### src/rtl/fft_sdf_sequencer.sv
// Control sequencer for a radix-2 single-path delay-feedback FFT pipeline: sample indexing,
// shared stage enable, per-stage butterfly/bypass and twiddle addressing, output framing, flush drain.
//
// state | meaning
// IDLE  | waiting for a frame start; pipeline frozen
// FILL  | first frame entering; pipe not yet producing valid output
// RUN   | steady state; every accepted sample yields one output sample
// DRAIN | zero-fill for FFT_N-1 cycles to push the last frame out
module fft_sdf_sequencer #(
    parameter int FFT_N = 1024,
    parameter int LOG2N = 10
) (
    input  logic                 clk,
    input  logic                 rst_n,
    input  logic                 in_valid,
    input  logic                 in_sop,
    input  logic                 flush,
    output logic                 enable,
    output logic [LOG2N-1:0]     ctrl,
    output logic [16*LOG2N-1:0]  address,
    output logic                 zero_fill,
    output logic                 out_valid,
    output logic                 out_sop,
    output logic                 sop_err,
    output logic                 busy
);

    typedef enum logic [1:0] {IDLE, FILL, RUN, DRAIN} state_t;

    localparam logic [LOG2N-1:0] LAST     = LOG2N'(FFT_N - 1);
    localparam logic [LOG2N-1:0] PRE_LAST = LOG2N'(FFT_N - 2);
    localparam logic [LOG2N-1:0] ONE      = LOG2N'(1);

    state_t                state, state_n;
    logic [LOG2N-1:0]      cnt, cnt_n;
    logic [LOG2N-1:0]      pcnt, pcnt_n;
    logic [LOG2N-1:0]      idx;
    logic                  flush_pend, flush_pend_n;
    logic                  pend_eff;
    logic                  accept;
    logic                  restart;
    logic                  enable_n;
    logic                  zero_fill_n;
    logic                  out_valid_n;
    logic                  out_sop_n;
    logic                  sop_err_n;
    logic                  busy_n;
    logic [LOG2N-1:0]      ctrl_s, ctrl_n;
    logic [16*LOG2N-1:0]   addr_s, address_n;

    // A frame start restarts indexing from IDLE, or anywhere in FILL/RUN when it arrives off-boundary.
    assign restart = in_valid && in_sop &&
                     ((state == IDLE) || (((state == FILL) || (state == RUN)) && (cnt != '0)));
    assign idx      = restart ? '0 : cnt;
    assign pend_eff = flush_pend | flush;

    for (genvar s = 0; s < LOG2N; s++) begin : g_stage
        localparam logic [LOG2N-1:0] DS    = LOG2N'(FFT_N - (FFT_N >> s));
        localparam logic [LOG2N-1:0] LMASK = LOG2N'((FFT_N >> (s + 1)) - 1);
        logic [LOG2N-1:0] cnt_s;
        assign cnt_s                = idx - DS;
        assign ctrl_s[s]            = cnt_s[LOG2N-1-s];
        assign addr_s[16*s +: 16]   = 16'((cnt_s & LMASK) << s);
    end

    always_comb begin
        state_n      = state;
        cnt_n        = cnt;
        pcnt_n       = pcnt;
        flush_pend_n = flush_pend;
        accept       = 1'b0;
        out_valid_n  = 1'b0;
        zero_fill_n  = 1'b0;
        sop_err_n    = 1'b0;
        case (state)
            IDLE: begin
                if (restart) begin
                    accept  = 1'b1;
                    state_n = FILL;
                end
            end
            FILL: begin
                flush_pend_n = pend_eff;
                if (in_valid) begin
                    accept = 1'b1;
                    if (restart) begin
                        sop_err_n = 1'b1;
                    end else if (pcnt == PRE_LAST) begin
                        state_n = RUN;
                    end
                end
            end
            RUN: begin
                flush_pend_n = pend_eff;
                if (in_valid) begin
                    accept = 1'b1;
                    if (restart) begin
                        sop_err_n = 1'b1;
                        state_n   = FILL;
                    end else begin
                        out_valid_n = 1'b1;
                        if ((cnt == LAST) && pend_eff) begin
                            state_n = DRAIN;
                        end
                    end
                end
            end
            DRAIN: begin
                accept      = 1'b1;
                out_valid_n = 1'b1;
                zero_fill_n = 1'b1;
                if (cnt == PRE_LAST) begin
                    state_n      = IDLE;
                    flush_pend_n = 1'b0;
                end
            end
            default: state_n = IDLE;
        endcase

        if (accept) begin
            cnt_n = idx + ONE;
        end
        if (restart) begin
            pcnt_n = ONE;
        end else if (accept && (state == FILL)) begin
            pcnt_n = pcnt + ONE;
        end

        enable_n  = accept;
        out_sop_n = out_valid_n && (idx == LAST);
        busy_n    = (state_n != IDLE);
        ctrl_n    = accept ? ctrl_s : ctrl;
        address_n = accept ? addr_s : address;
    end

    always_ff @(posedge clk) begin
        if (!rst_n) begin
            state      <= IDLE;
            cnt        <= '0;
            pcnt       <= '0;
            flush_pend <= 1'b0;
            enable     <= 1'b0;
            ctrl       <= '0;
            address    <= '0;
            zero_fill  <= 1'b0;
            out_valid  <= 1'b0;
            out_sop    <= 1'b0;
            sop_err    <= 1'b0;
            busy       <= 1'b0;
        end else begin
            state      <= state_n;
            cnt        <= cnt_n;
            pcnt       <= pcnt_n;
            flush_pend <= flush_pend_n;
            enable     <= enable_n;
            ctrl       <= ctrl_n;
            address    <= address_n;
            zero_fill  <= zero_fill_n;
            out_valid  <= out_valid_n;
            out_sop    <= out_sop_n;
            sop_err    <= sop_err_n;
            busy       <= busy_n;
        end
    end

endmodule

### config.mk
export PLATFORM = sky130hd
export DESIGN_NAME = fft_sdf_sequencer
export DESIGN_NICKNAME = d
export VERILOG_FILES = /design/src/rtl/fft_sdf_sequencer.sv
export SDC_FILE = /design/constraint.sdc
export NUM_CORES = 1
export LEC_CHECK = 0
export ABC_AREA = 1
export CAP_MARGIN = 20
export CORE_AREA = 2 2 107 109
export CTS_BUF_LIST = sky130_fd_sc_hd__clkbuf_2
export DETAILED_ROUTE_END_ITERATION = 8
export DIE_AREA = 0 0 109 111
export PLACE_DENSITY = 0.66
export SLEW_MARGIN = 15
export SYNTH_ARGS = -nofsm -noshare
export SYNTH_HDL_FRONTEND = slang
export SYNTH_SLANG_ARGS = --single-unit
### constraint.sdc
create_clock -name clk -period 4.5 [get_ports clk]
set_input_delay 0.45 -clock clk [delete_from_list [all_inputs] [get_ports clk]]
set_output_delay 0.45 -clock clk [all_outputs]
set_load 0.01 [all_outputs]
==> out/summary.md <==
The tools report the number of design rule violations left after detail routing as 0. The violation count after the first detailed-routing iteration is 120. Setup repair after global routing left no endpoint under its margin.

The total instance count after detailed placement was 594; the number of synthesized flops with an enable pin was 0. Summed over all cells, the static leakage comes to 0.001465 uW. After routing, the total negative slack on setup checks comes to 0 ps.

The share of total power consumed by net switching was 32.41%. The count of endpoints failing hold in the final timing report came out at 0. The routed layout has 2335 vias. The max-cap check violation count was 0; the combinational fraction of design power was 21.9%. Cell type with the highest aggregate area in the netlist: sky130_fd_sc_hd__buf_4. In this run the power spent charging and discharging nets is 238.6 uW. The mapped cell area was 3191 sq um. Once layout is done, the placed cells without fillers occupy 3271 sq um. For the final database, setup skew stands at 18.46 ps.

The logs give 2 for the CTS H-tree depth and 35 for the number of different library cells in the post-synthesis netlist. The flow ran to the end, and the final reports show no timing, DRC or antenna violations. From left edge to right edge, the die measures 109 um. By area the synthesized netlist is led by sky130_fd_sc_hd__buf_4, sky130_fd_sc_hd__dfxtp_1, sky130_fd_sc_hd__nand2_1. Cells with a size suffix above 1 make up 3.922% of the layout.

Total I/O pin count: 181. The post-cts repair resize count was 0. For this configuration, the core starts out at a cell density of 28.80%.

Number of global-route vias before repair: 1877. For this run, the leading register cell type out of synthesis is sky130_fd_sc_hd__dfxtp_1. The type of origin of the critical path was a register. Row count: 39. Number of sinks on the clock net: 39. Dividing the synthesized area by the synthesized cell count gives 7.251 sq um. In this run the worst path has a maximum fanout of 20.

STA classifies the critical path endpoint as a register. In this run, synthesis produced a sequential element count of 39. After global routing the overflow that remains totals 0.

Dividing the detail-routed wire length by the instance count gives 9.522 um. The run gives 2 as the buffer depth of the longest clock path. Clock tree synthesis inserted a total of 5 buffers. Final period utilization: 62.50%. The run gives 0 as the number of antenna violations at the first check in global routing. The internal power contribution was 497.5 uW; the count of filler cells inserted in the layout was 1185. Static timing analysis puts the maximum clock frequency at 0.3555 GHz.

The number of port buffers is 65, and the share of synthesized area occupied by flip-flops and latches is 24.47%. The worst pin sits at a relative slew slack of 48.96%. The footprint of the multi-input gates came out at 1466 sq um. The run gives 12100 sq um as the die area. Detailed placement ended at an HPWL of 4.482 mm. After clock tree synthesis, the clock-pin slew on the worst setup and hold paths is 190 ps. The tools report the number of warnings reported in the yosys synthesis log as 0. TritonCTS built the clock tree. The finished layout holds 603 standard cells, fillers aside. Across the whole layout, storage elements account for 780.7 sq um. The run gives 28.5% as the part of the power in the clock network. The ratio of total power to cell area is 225.1 nW/um^2, and the share of total power in sequential cells is 49.6%. Once the clock tree was built, the setup fixing pass inserted 0 buffers. By startpoint and endpoint, the worst setup path is classified as register to register. Number of pins with negative max-slew slack in the final report: 0. The logs give 410 ps for the clock latency reported for the late side of the worst-skew pair and 5.742 mm for the final wirelength. Using the TritonRoute via totals, the vias-per-cell ratio works out to 3.872. In this run the biggest area consumer among cell types represents 37.88% of the synthesized area. For this run, asynchronously set or reset flops after synthesis account for 0%. Measured on the finished design, the core utilization comes to 29.53%. The number of search-and-repair iterations in the first detailed-routing pass was 4; the clock period minus final worst setup slack was 2813 ps. The final weighted congestion of routability-driven global placement is 0.8299, and the signed area change from the synthesized netlist to the final layout is 2.510%. The tools report the cts-stage hold buffer count as 0. For the core outline area, the log shows 11080 sq um. The worst hold-check path type is register to register. Entering global routing, the biggest net connects 21 pins. The tools report the arrival time reported for the critical path endpoint as 3110 ps.

The detail route stage leaves a number of antenna-violating nets equal to 0. The maximum resistive drop on vdd was 107.9 uV. Clock tree synthesis selected as its root buffer the cell sky130_fd_sc_hd__clkbuf_2. The global-route wire length before repair is 8.942 mm, and the number of instances in the synthesized netlist is 440.

At the pin with the least slew margin, the transition time is 763.1 ps. The die is 111 um tall. The final setup violation count is 0, and the total placed instance area is 3204 sq um.

At the end of the flow, the number of nets in the layout was 471. In the global route stage, overall resource usage came out at 9.027%. STA puts the critical path data required time at 4800 ps.
-- power groups by stage --
stage | Clock, uW | Sequential [uW] | Combinational, uW
final | 210 | 365 | 161
after global routing | 236 | 367 | 177
after CTS | 214 | 366 | 159
after detailed placement | 0 | 373 | 159
after global placement | 0 | 372 | 158
after floorplan | 0 | 371 | 200
-- kinds of logic after synthesis --
logic type | after synthesis | share of synthesized area, %
buffers and inverters | 201 | 42.98
and+or+nand+nor | 137 | 19.37
AOI/OAI and AO/OA | 48 | 8.275
DFF | 39 | 24.47
adders and majority gates | 8 | 3.137
xor gates and xnor gates | 6 | 1.647
other | 1 | 0.1175
-- registers in the layout, summed over array words and instances (netlist names) --
signal and flops:
ctrl 9, sop_err 1, out_sop 1, flush_pend 1, out_valid 1, busy 1, cnt 10, state 2
zero_fill 1, address 1, pcnt 10, enable 1
-- layout make-up --
class | instances | area share (%)
clock inverter | 3 | 1.186
clock buffer | 5 | 0.7651
antenna | 1 | 0.07651
tap | 143 | 5.471
inverter | 32 | 3.673
multi-input combinational | 314 | 44.84
sequential | 39 | 23.87
timing repair buffer | 66 | 20.12
-- placed cells by master, fill, tap and decap left out, drive strengths merged --
master,netlist,routed
a211oi,1,1
a21boi,2,2
a21oi,27,27
a22oi,1,1
buf,167,1
bufinv,0,1
clkbuf,2,5
clkdlybuf4s50,0,65
clkinv,1,3
conb,1,115
dfxtp,39,39
diode,0,1
ha,8,8
inv,31,31
nand2,64,64
nand3,26,26
nand4,8,8
nor2,32,32
nor3,4,4
nor4,2,2
o211ai,1,1
o21a,2,2
o21ai,13,13
o21bai,1,1
or2,1,1
xnor2,3,3
xor2,3,3
-- worst paths after layout --
path,startpoint,endpoint,slack [ps],cells after the start
setup reg to reg,state[1],cnt[1],1690,11
hold reg to reg,flush_pend,flush_pend,490,2
hold / removal,flush_pend,flush_pend,490,2
setup / recovery,state[1],cnt[1],1690,11
-- worst max-delay path, stage by stage (launching register included) --
cell	delay [ps]
sky130_fd_sc_hd__dfxtp_1	440
sky130_fd_sc_hd__inv_1	130
sky130_fd_sc_hd__ha_1	350
sky130_fd_sc_hd__inv_1	50
sky130_fd_sc_hd__o21bai_1	140
sky130_fd_sc_hd__nand2_1	70
sky130_fd_sc_hd__nand2_2	250
sky130_fd_sc_hd__a21boi_2	480
sky130_fd_sc_hd__buf_4	280
sky130_fd_sc_hd__inv_1	240
sky130_fd_sc_hd__o21ai_0	230
sky130_fd_sc_hd__a21oi_1	60
-- layer usage --
metal / GRT usage, % / routed length, um
met2: 15.36 / 2902
met4: 2.564 / 51
met5: 0 / 0
met3: 2.469 / 394
met1: 10.99 / 2394
-- cells in the mapped netlist, types with 2 or more instances --
cell and count:
sky130_fd_sc_hd__a21oi_1 27, sky130_fd_sc_hd__buf_2 4, sky130_fd_sc_hd__buf_4 161, sky130_fd_sc_hd__clkbuf_1 2, sky130_fd_sc_hd__dfxtp_1 39, sky130_fd_sc_hd__ha_1 8, sky130_fd_sc_hd__inv_1 30, sky130_fd_sc_hd__nand2_1 62
sky130_fd_sc_hd__nand2_2 2, sky130_fd_sc_hd__nand3_1 26, sky130_fd_sc_hd__nand4_1 6, sky130_fd_sc_hd__nor2_1 29, sky130_fd_sc_hd__nor2_2 2, sky130_fd_sc_hd__nor3_1 4, sky130_fd_sc_hd__nor4_1 2, sky130_fd_sc_hd__o21a_1 2
sky130_fd_sc_hd__o21ai_0 11, sky130_fd_sc_hd__o21ai_1 2, sky130_fd_sc_hd__xnor2_1 3, sky130_fd_sc_hd__xor2_1 3
-- metrics by stage --
step           worst slack, ps  hold slack (ps)  total power, uW
6_report                  1687            491.7            736.1
5_1_grt                   1403            540.6            780.4
4_1_cts                   1685            495.5            739.0
3_5_place_dp              1649            469.9            531.5
3_3_place_gp              1691            468.5            529.9
2_1_floorplan             2269            448.0            570.8
Power figures use the tool's default switching activity.
